===== config.mk =====
export PLATFORM = sky130hd
export DESIGN_NAME = inst_queue
export DESIGN_NICKNAME = d
export VERILOG_FILES = /design/src/rtl/inst_queue.sv
export SDC_FILE = /design/constraint.sdc
export NUM_CORES = 1
export LEC_CHECK = 0
export CAP_MARGIN = 20
export CELL_PAD_IN_SITES_DETAIL_PLACEMENT = 1
export CELL_PAD_IN_SITES_GLOBAL_PLACEMENT = 2
export CORE_ASPECT_RATIO = 2
export CORE_MARGIN = 10
export CORE_UTILIZATION = 44
export DETAILED_ROUTE_END_ITERATION = 7
export DONT_BUFFER_PORTS = 1
export PLACE_DENSITY = 0.72
export SYNTH_ARGS = -nofsm -noshare
export SYNTH_HDL_FRONTEND = slang
export SYNTH_SLANG_ARGS = --single-unit

===== constraint.sdc =====
create_clock -name clk -period 2.6 [get_ports clk]
set_clock_uncertainty 0.05 [all_clocks]
set_input_delay 0.26 -clock clk [delete_from_list [all_inputs] [get_ports clk]]
set_output_delay 0.26 -clock clk [all_outputs]
set_load 0.01 [all_outputs]

===== src/rtl/inst_queue.sv =====
// Instruction queue between fetch and decode: first-word-fall-through FIFO of {pc, inst} pairs.
// Optional zero-latency empty-queue bypass enabled with `define IQ_BYPASS_EN.
module inst_queue #(
   parameter int DEPTH        = 4,
   parameter int AFULL_THRESH = 3,
   localparam int CNT_W       = $clog2(DEPTH) + 1
) (
   input  logic             clk,
   input  logic             rst_b,
   input  logic             flush,
   input  logic             push_valid,
   input  logic [31:0]      push_pc,
   input  logic [31:0]      push_inst,
   output logic             push_ready,
   output logic             pop_valid,
   output logic [31:0]      pop_pc,
   output logic [31:0]      pop_inst,
   input  logic             pop_ready,
   output logic [CNT_W-1:0] count,
   output logic             almost_full,
   output logic             empty
);

   localparam int PTR_W = $clog2(DEPTH);

   logic [PTR_W-1:0] wr_ptr_q, wr_ptr_d;
   logic [PTR_W-1:0] rd_ptr_q, rd_ptr_d;
   logic [CNT_W-1:0] count_q, count_d;
   logic [63:0]      entry_q [DEPTH];
   logic [63:0]      head_entry;
   logic             not_empty;
   logic             not_full;
   logic             bypass_fire;
   logic             push_fire;
   logic             pop_fire;

   assign not_empty  = (count_q != '0);
   assign not_full   = (count_q != CNT_W'(DEPTH));
   assign head_entry = entry_q[rd_ptr_q];

`ifdef IQ_BYPASS_EN
   // An empty queue hands the fetched word straight to a ready decoder without storing it.
   assign bypass_fire = ~not_empty & push_valid & pop_ready & ~flush;
`else
   assign bypass_fire = 1'b0;
`endif

   // Full refuses a push even when a pop happens in the same cycle; fetch must hold.
   assign push_ready = ~flush & not_full;
   assign pop_valid  = (not_empty | bypass_fire) & ~flush;
   assign push_fire  = push_valid & push_ready & ~bypass_fire;
   assign pop_fire   = not_empty & ~flush & pop_ready;

   assign count       = count_q;
   assign empty       = ~not_empty;
   assign almost_full = (count_q >= CNT_W'(AFULL_THRESH));

   always_comb begin
      // NOTE: every output of a combinational block gets a default first so no latch is inferred.
      pop_pc   = 32'd0;
      pop_inst = 32'd0;
      if (bypass_fire) begin
         pop_pc   = push_pc;
         pop_inst = push_inst;
      end else if (not_empty) begin
         pop_pc   = head_entry[63:32];
         pop_inst = head_entry[31:0];
      end
   end

   always_comb begin
      wr_ptr_d = wr_ptr_q;
      rd_ptr_d = rd_ptr_q;
      count_d  = count_q;
      if (flush) begin
         wr_ptr_d = '0;
         rd_ptr_d = '0;
         count_d  = '0;
      end else begin
         if (push_fire) wr_ptr_d = wr_ptr_q + PTR_W'(1);
         if (pop_fire)  rd_ptr_d = rd_ptr_q + PTR_W'(1);
         unique case ({push_fire, pop_fire})
            2'b10:   count_d = count_q + CNT_W'(1);
            2'b01:   count_d = count_q - CNT_W'(1);
            default: count_d = count_q;
         endcase
      end
   end

   // NOTE: sequential state is assigned with non-blocking <= so all flops update together at the edge.
   always_ff @(posedge clk or negedge rst_b) begin
      if (!rst_b) begin
         wr_ptr_q <= '0;
         rd_ptr_q <= '0;
         count_q  <= '0;
      end else begin
         wr_ptr_q <= wr_ptr_d;
         rd_ptr_q <= rd_ptr_d;
         count_q  <= count_d;
      end
   end

   // NOTE: the entry array has no reset; count gates every read, so stale contents are never observed.
   always_ff @(posedge clk) begin
      if (push_fire) entry_q[wr_ptr_q] <= {push_pc, push_inst};
   end

endmodule

Word-level counts from Yosys, hierarchy flattened. Memory sizes are Yosys's and may differ from the RTL's. Cells that the tools add are included.

Register bits: 7. Memory bits (writable): 256. Bits of input ports: 69. Output and inout bits: 71. Logic and storage cells: 32. Memories kept: 1.

$add $sub $neg: 4. Magnitude comparators: 1. Equal/unequal tests: 3. Multiplexer cells: 10. Bitwise operators: 6. Reduce and logical (&&, ||, !) cells: 4.

Memories: entry_q (depth 4, bits a word 64, read ports 1, clocked after memory_dff 0, write ports 1, line 29) `logic [63:0] entry_q [DEPTH];`.

Operator list (number): 2-to-1 mux 32 bit (2); 2-to-1 mux 2 bit (4); one-hot mux 3 bit (2 select lines) (1); nonzero test 3 bit (2); adder 2 x 1 -> 2 bit (second input constant) (2); bitwise AND 1 bit (4); nonzero test 2 bit (2); adder 3 x 1 -> 3 bit (second input constant) (1); >= comparator 3 x 2 -> 1 bit (second input constant) (1); 2-to-1 mux 3 bit (1); != test 3 bit (second input constant) (1); subtractor 3 x 1 -> 3 bit (second input constant) (1); == test 2 x 1 -> 1 bit (second input constant) (1); == test 2 bit (second input constant) (1); 2-to-1 mux 1 bit (2); inverter 1 bit (2).

Longest topological paths before layout. Gate-level depths: netlist of run 1.

Depth after elaboration: 6. Mapped depth: 7. Depth with buffers taken out: 7.

Least setup slack after synthesis of run 1. OpenSTA, ideal clock, no wires.

Path type: reg-to-reg. Start: register count_q[0] (netlist: count[0]). End: memory entry_q[1][0] (enable). Setup time: 0.429 ns. Arrival time: 2.466 ns. Required time: 2.121 ns. Slack: -0.345 ns. Stages on the path, launching flop included: 4. Path buffers: 0. Clock period less this slack: 2.945 ns. Cell sequence: dfrtp_1 > nor2_2 > a21oi_4 > and2_1.

Longest elaborated chain between the ends: 5.

Ends and longest elaborated chain: from (decl) (line 28) `logic [CNT_W-1:0] count_q, count_d;`; from (signal assigned) (line 99) `count_q <= count_d;`; != test 3 bit (line 38) `assign not_full = (count_q != CNT_W'(DEPTH));`; bitwise AND 1 bit (line 49) `assign push_ready = ~flush & not_full;`; bitwise AND 1 bit (line 51) `assign push_fire = push_valid & push_ready & ~bypass_fire;`; 2-to-1 mux 1 bit (line 105) `if (push_fire) entry_q[wr_ptr_q] <= {push_pc, push_inst};`; 2-to-1 mux 1 bit (not written as such) (line 105); to (decl) (line 29).

Every way passes these cells.

Worst setup path after layout of run 1.
Start: register count_q[0] (netlist: count[0]). End: register count_q[2] (netlist: count[2]).

Longest elaborated chain between the ends: 6. Elaborated cells between the ends (all ways): 13. Classes of those cells: add/sub (2); eq/ne (3); mux (2); bitwise (4); reduce/logical (2).

Ends and longest elaborated chain: != test 3 bit or nonzero test 3 bit (tied branches) (line 38, 37); bitwise AND 1 bit (on tied branches) (line 49, 52); bitwise AND 1 bit (on tied branches) (line 51, 52); == test 2 x 1 -> 1 bit or == test 2 bit (tied branches) (line 82) `unique case ({push_fire, pop_fire})`; one-hot mux 3 bit (2 select lines) (line 82); 2-to-1 mux 3 bit (line 75) `if (flush) begin`.

Parallel ways exist; a longest one is shown, timed or not. A chain may end at the register's enable or synchronous reset.

==> results of run 1 <==
-- what timing repair did --
action	4_1_cts	5_1_grt
resized for setup	1	1
cloned	0	0
setup endpoints to repair	49	4
hold buffers	69	0
pin swaps	0	1
endpoints found under the hold margin	270	0
setup buffers	1	5
-- registers in the layout, summed over array words and instances (netlist names) --
register and count:
count 3, wr_ptr_q 2, rd_ptr_q 2, entry_q 256
-- critical path: stages (launching register included) --
cell     delay, ns
dfrtp_1       0.44
or3_4         0.42
nand2_4       0.12
nor3_1        0.07
fa_2          0.38
or4b_1        0.53
a21o_1        0.19
a31oi_1       0.14
-- cell type report --
type	count	area [sq um]
clock buffers	28	594
clock inverters	12	86.3
flip-flops and latches	263	7870
fillers	1962	10600
inverters	3	11.3
multi-input cells	171	2210
well taps	280	350
repair buffers	92	975
-- placed cells by master (no fill, tap or decap), types with 2 or more instances in the layout --
cell type,instances
mux4_2,64
xor2_1,2
buf_12,8
a21o_1,2
dfrtp_1,5
clkbuf_1,5
buf_4,13
ha_1,4
dlygate4sd3_1,69
nand2_1,2
and2_1,64
clkinv_2,8
dfrtp_4,2
nor2_1,5
inv_1,3
edfxtp_1,256
clkbuf_16,23
and2_4,4
nand3_1,2
clkinv_1,2
nand2b_1,3
-- cell families (layout without fill, tap and decap cells) --
logic type	after synthesis	in the layout	synth area share
DFF	263	263	0.771
and+or+nand+nor	87	87	0.0528
AOI/OAI and AO/OA	9	9	0.00687
buffers and inverters	25	135	0.0135
muxes	66	66	0.143
adders and majority gates	5	5	0.00687
xor gates and xnor gates	4	4	0.00528
-- worst max path at each step --
stage	from	to	slack [ns]	cells past startpoint
after floorplan	count[2]	count[2]	0.17	7
after global placement	count[0]	count[2]	0.23	7
after detailed placement	count[1]	count[2]	0.1	7
after CTS	rd_ptr_q[0]	pop_pc[18]	0.05	3
after global routing	count[0]	count[2]	0.06	7
final	count[0]	count[2]	0.19	7
-- cells in the mapped netlist, drive strengths merged --
cell	number	area, sq um
edfxtp	256	7690
and2	68	425
mux4	64	1440
buf	13	92.6
clkbuf	9	33.8
dfrtp	7	175
nor2	6	25.0
ha	4	50.1
inv	3	11.3
nand2	3	18.8
nand2b	3	18.8
xor2	3	45.1
a21o	2	15.0
a21oi	2	21.3
nand3	2	10.0
a21boi	1	7.51
a31oi	1	6.26
fa	1	20.0
mux2	1	11.3
mux2i	1	10.0
nand3b	1	7.51
nor2b	1	6.26
nor3	1	5.00
o211ai	1	7.51
o21ai	1	5.00
o31ai	1	7.51
or3	1	11.3
or4b	1	10.0
xnor2	1	8.76
-- metal layers --
| metal | vias up | share of wire | GRT usage |
|---|---|---|---|
| li1 | 2036 | - | - |
| met1 | 2463 | 0.35 | 0.149 |
| met2 | 106 | 0.57 | 0.265 |
| met3 | 29 | 0.050 | 0.0336 |
| met4 | 0 | 0.026 | 0.0496 |
| met5 | - | 0 | 0 |
-- power breakdown --
part	leakage [nW]	total, mW	switching [mW]	internal [mW]
sequential	2.42	5.02	0.0965	4.92
clock	0.342	3.13	1.41	1.73
combinational	1.11	2.87	1.62	1.26
total	3.87	11.0	3.12	7.90
==> qor.yml, run 1 <==
syn2layout_area_growth_pct: 18.6
grt_pass1_wl_microns: 32800
maxCapViolations: 0
p_leak_nw: 3.87
holdPathStages: 4
hold_path.class: "in -> reg"
fp-row-count: 78
die_w_microns: 128
drt-wirelength-per-cell_microns: 25.0
grt_remaining_overflow: 0
detail-route-antenna-nets: 0
grt_max_degree: 67
core_area_sq_um: 22700
crit_path_end_kind: "flop"
die_y_microns: 235
ys_ff_latch: 263
dp_slack_ns: 0.0952
post-dp-hpwl_microns: 12900
hold_viol_final: 0
tns_ns: 0
cts.sinks: 263
antennaDiodeCount: 0
drt_iter0_markers: 248
reg2reg_slack_ns: 0.19
start_util: 0.448
whs_endpoint: "wr_ptr_q[1]"
period_needed_ns: 2.41
synth.yosys.seq_area_share: 0.771
r2r_end: "count[2]"
syn-mean-instance-area_sq_um: 22.2
wl_microns: 21200
setup_violations: 0
synth_cells: 459
ys_types: 35
yosysWarnings: 0
first_pass_iters: 4
total_power_mw: 11.0
ios: 140
hold_ws_ns: 0.0276
cp_data_arrival_time_ns: 2.79
syn-cell-area_sq_um: 10200
design_area_sq_um: 12100
path_class: "reg -> reg"
synthesis.nets: 533
rsz0062_at_grt: "false"
worst_slack_ns: 0.189
remaining_drc_errors: 0
worstMarginPinSlew_ns: 0.469
drv_slew: 0
dp.cells: 734
final_nets: 628
crit_path_max_fanout: 4
layoutNonFillerInstCount: 849
layout-drive-gt1-share: 0.232
clock_path_buffers: 3
port_buffers: 0
insertion_delay_ns: 0.51
status: "finished, final reports clean"
rr_startpoint: "count[0]"
rr_worst_depth: 7
final_core_util: 0.532
dr_total_vias: 4634
p_per_area_nw_per_um2: 911
cts-root-buf: "clkbuf_16"
cts_tree: "built"
placed_area_sq_um: 10700
min_from: "push_valid"
vias_per_cell: 5.46
clk_pin_slew_worst_paths_ns: 0.06
peakVddDrop_mv: 1.41
grt_pass1_vias: 5411
antenna_found_initial: 0
crit_required_ns: 2.97
htreeDepth: 1
slew_headroom: 0.687
grt.total_usage: 0.142
fmax_mhz: 415
cts_buffers: 23
globalplace.congestion: 0.742
post-route-period-util: 0.927
worst_setup_path_start_kind: "flop"
dieArea_sq_um: 30000
Note: power is estimated with default switching activity, not from simulation.
==> inputs of run 2 (changes only) <==
--- a/config.mk
+++ b/config.mk
@@ -11,6 +11,7 @@
 export CORE_ASPECT_RATIO = 2
 export CORE_MARGIN = 10
 export CORE_UTILIZATION = 44
+export CTS_CLUSTER_DIAMETER = 200
 export DETAILED_ROUTE_END_ITERATION = 7
 export DONT_BUFFER_PORTS = 1
 export PLACE_DENSITY = 0.72
==> results of run 2 <==
Same layout as run 1: the final DEF is identical, and so are final timing and power.
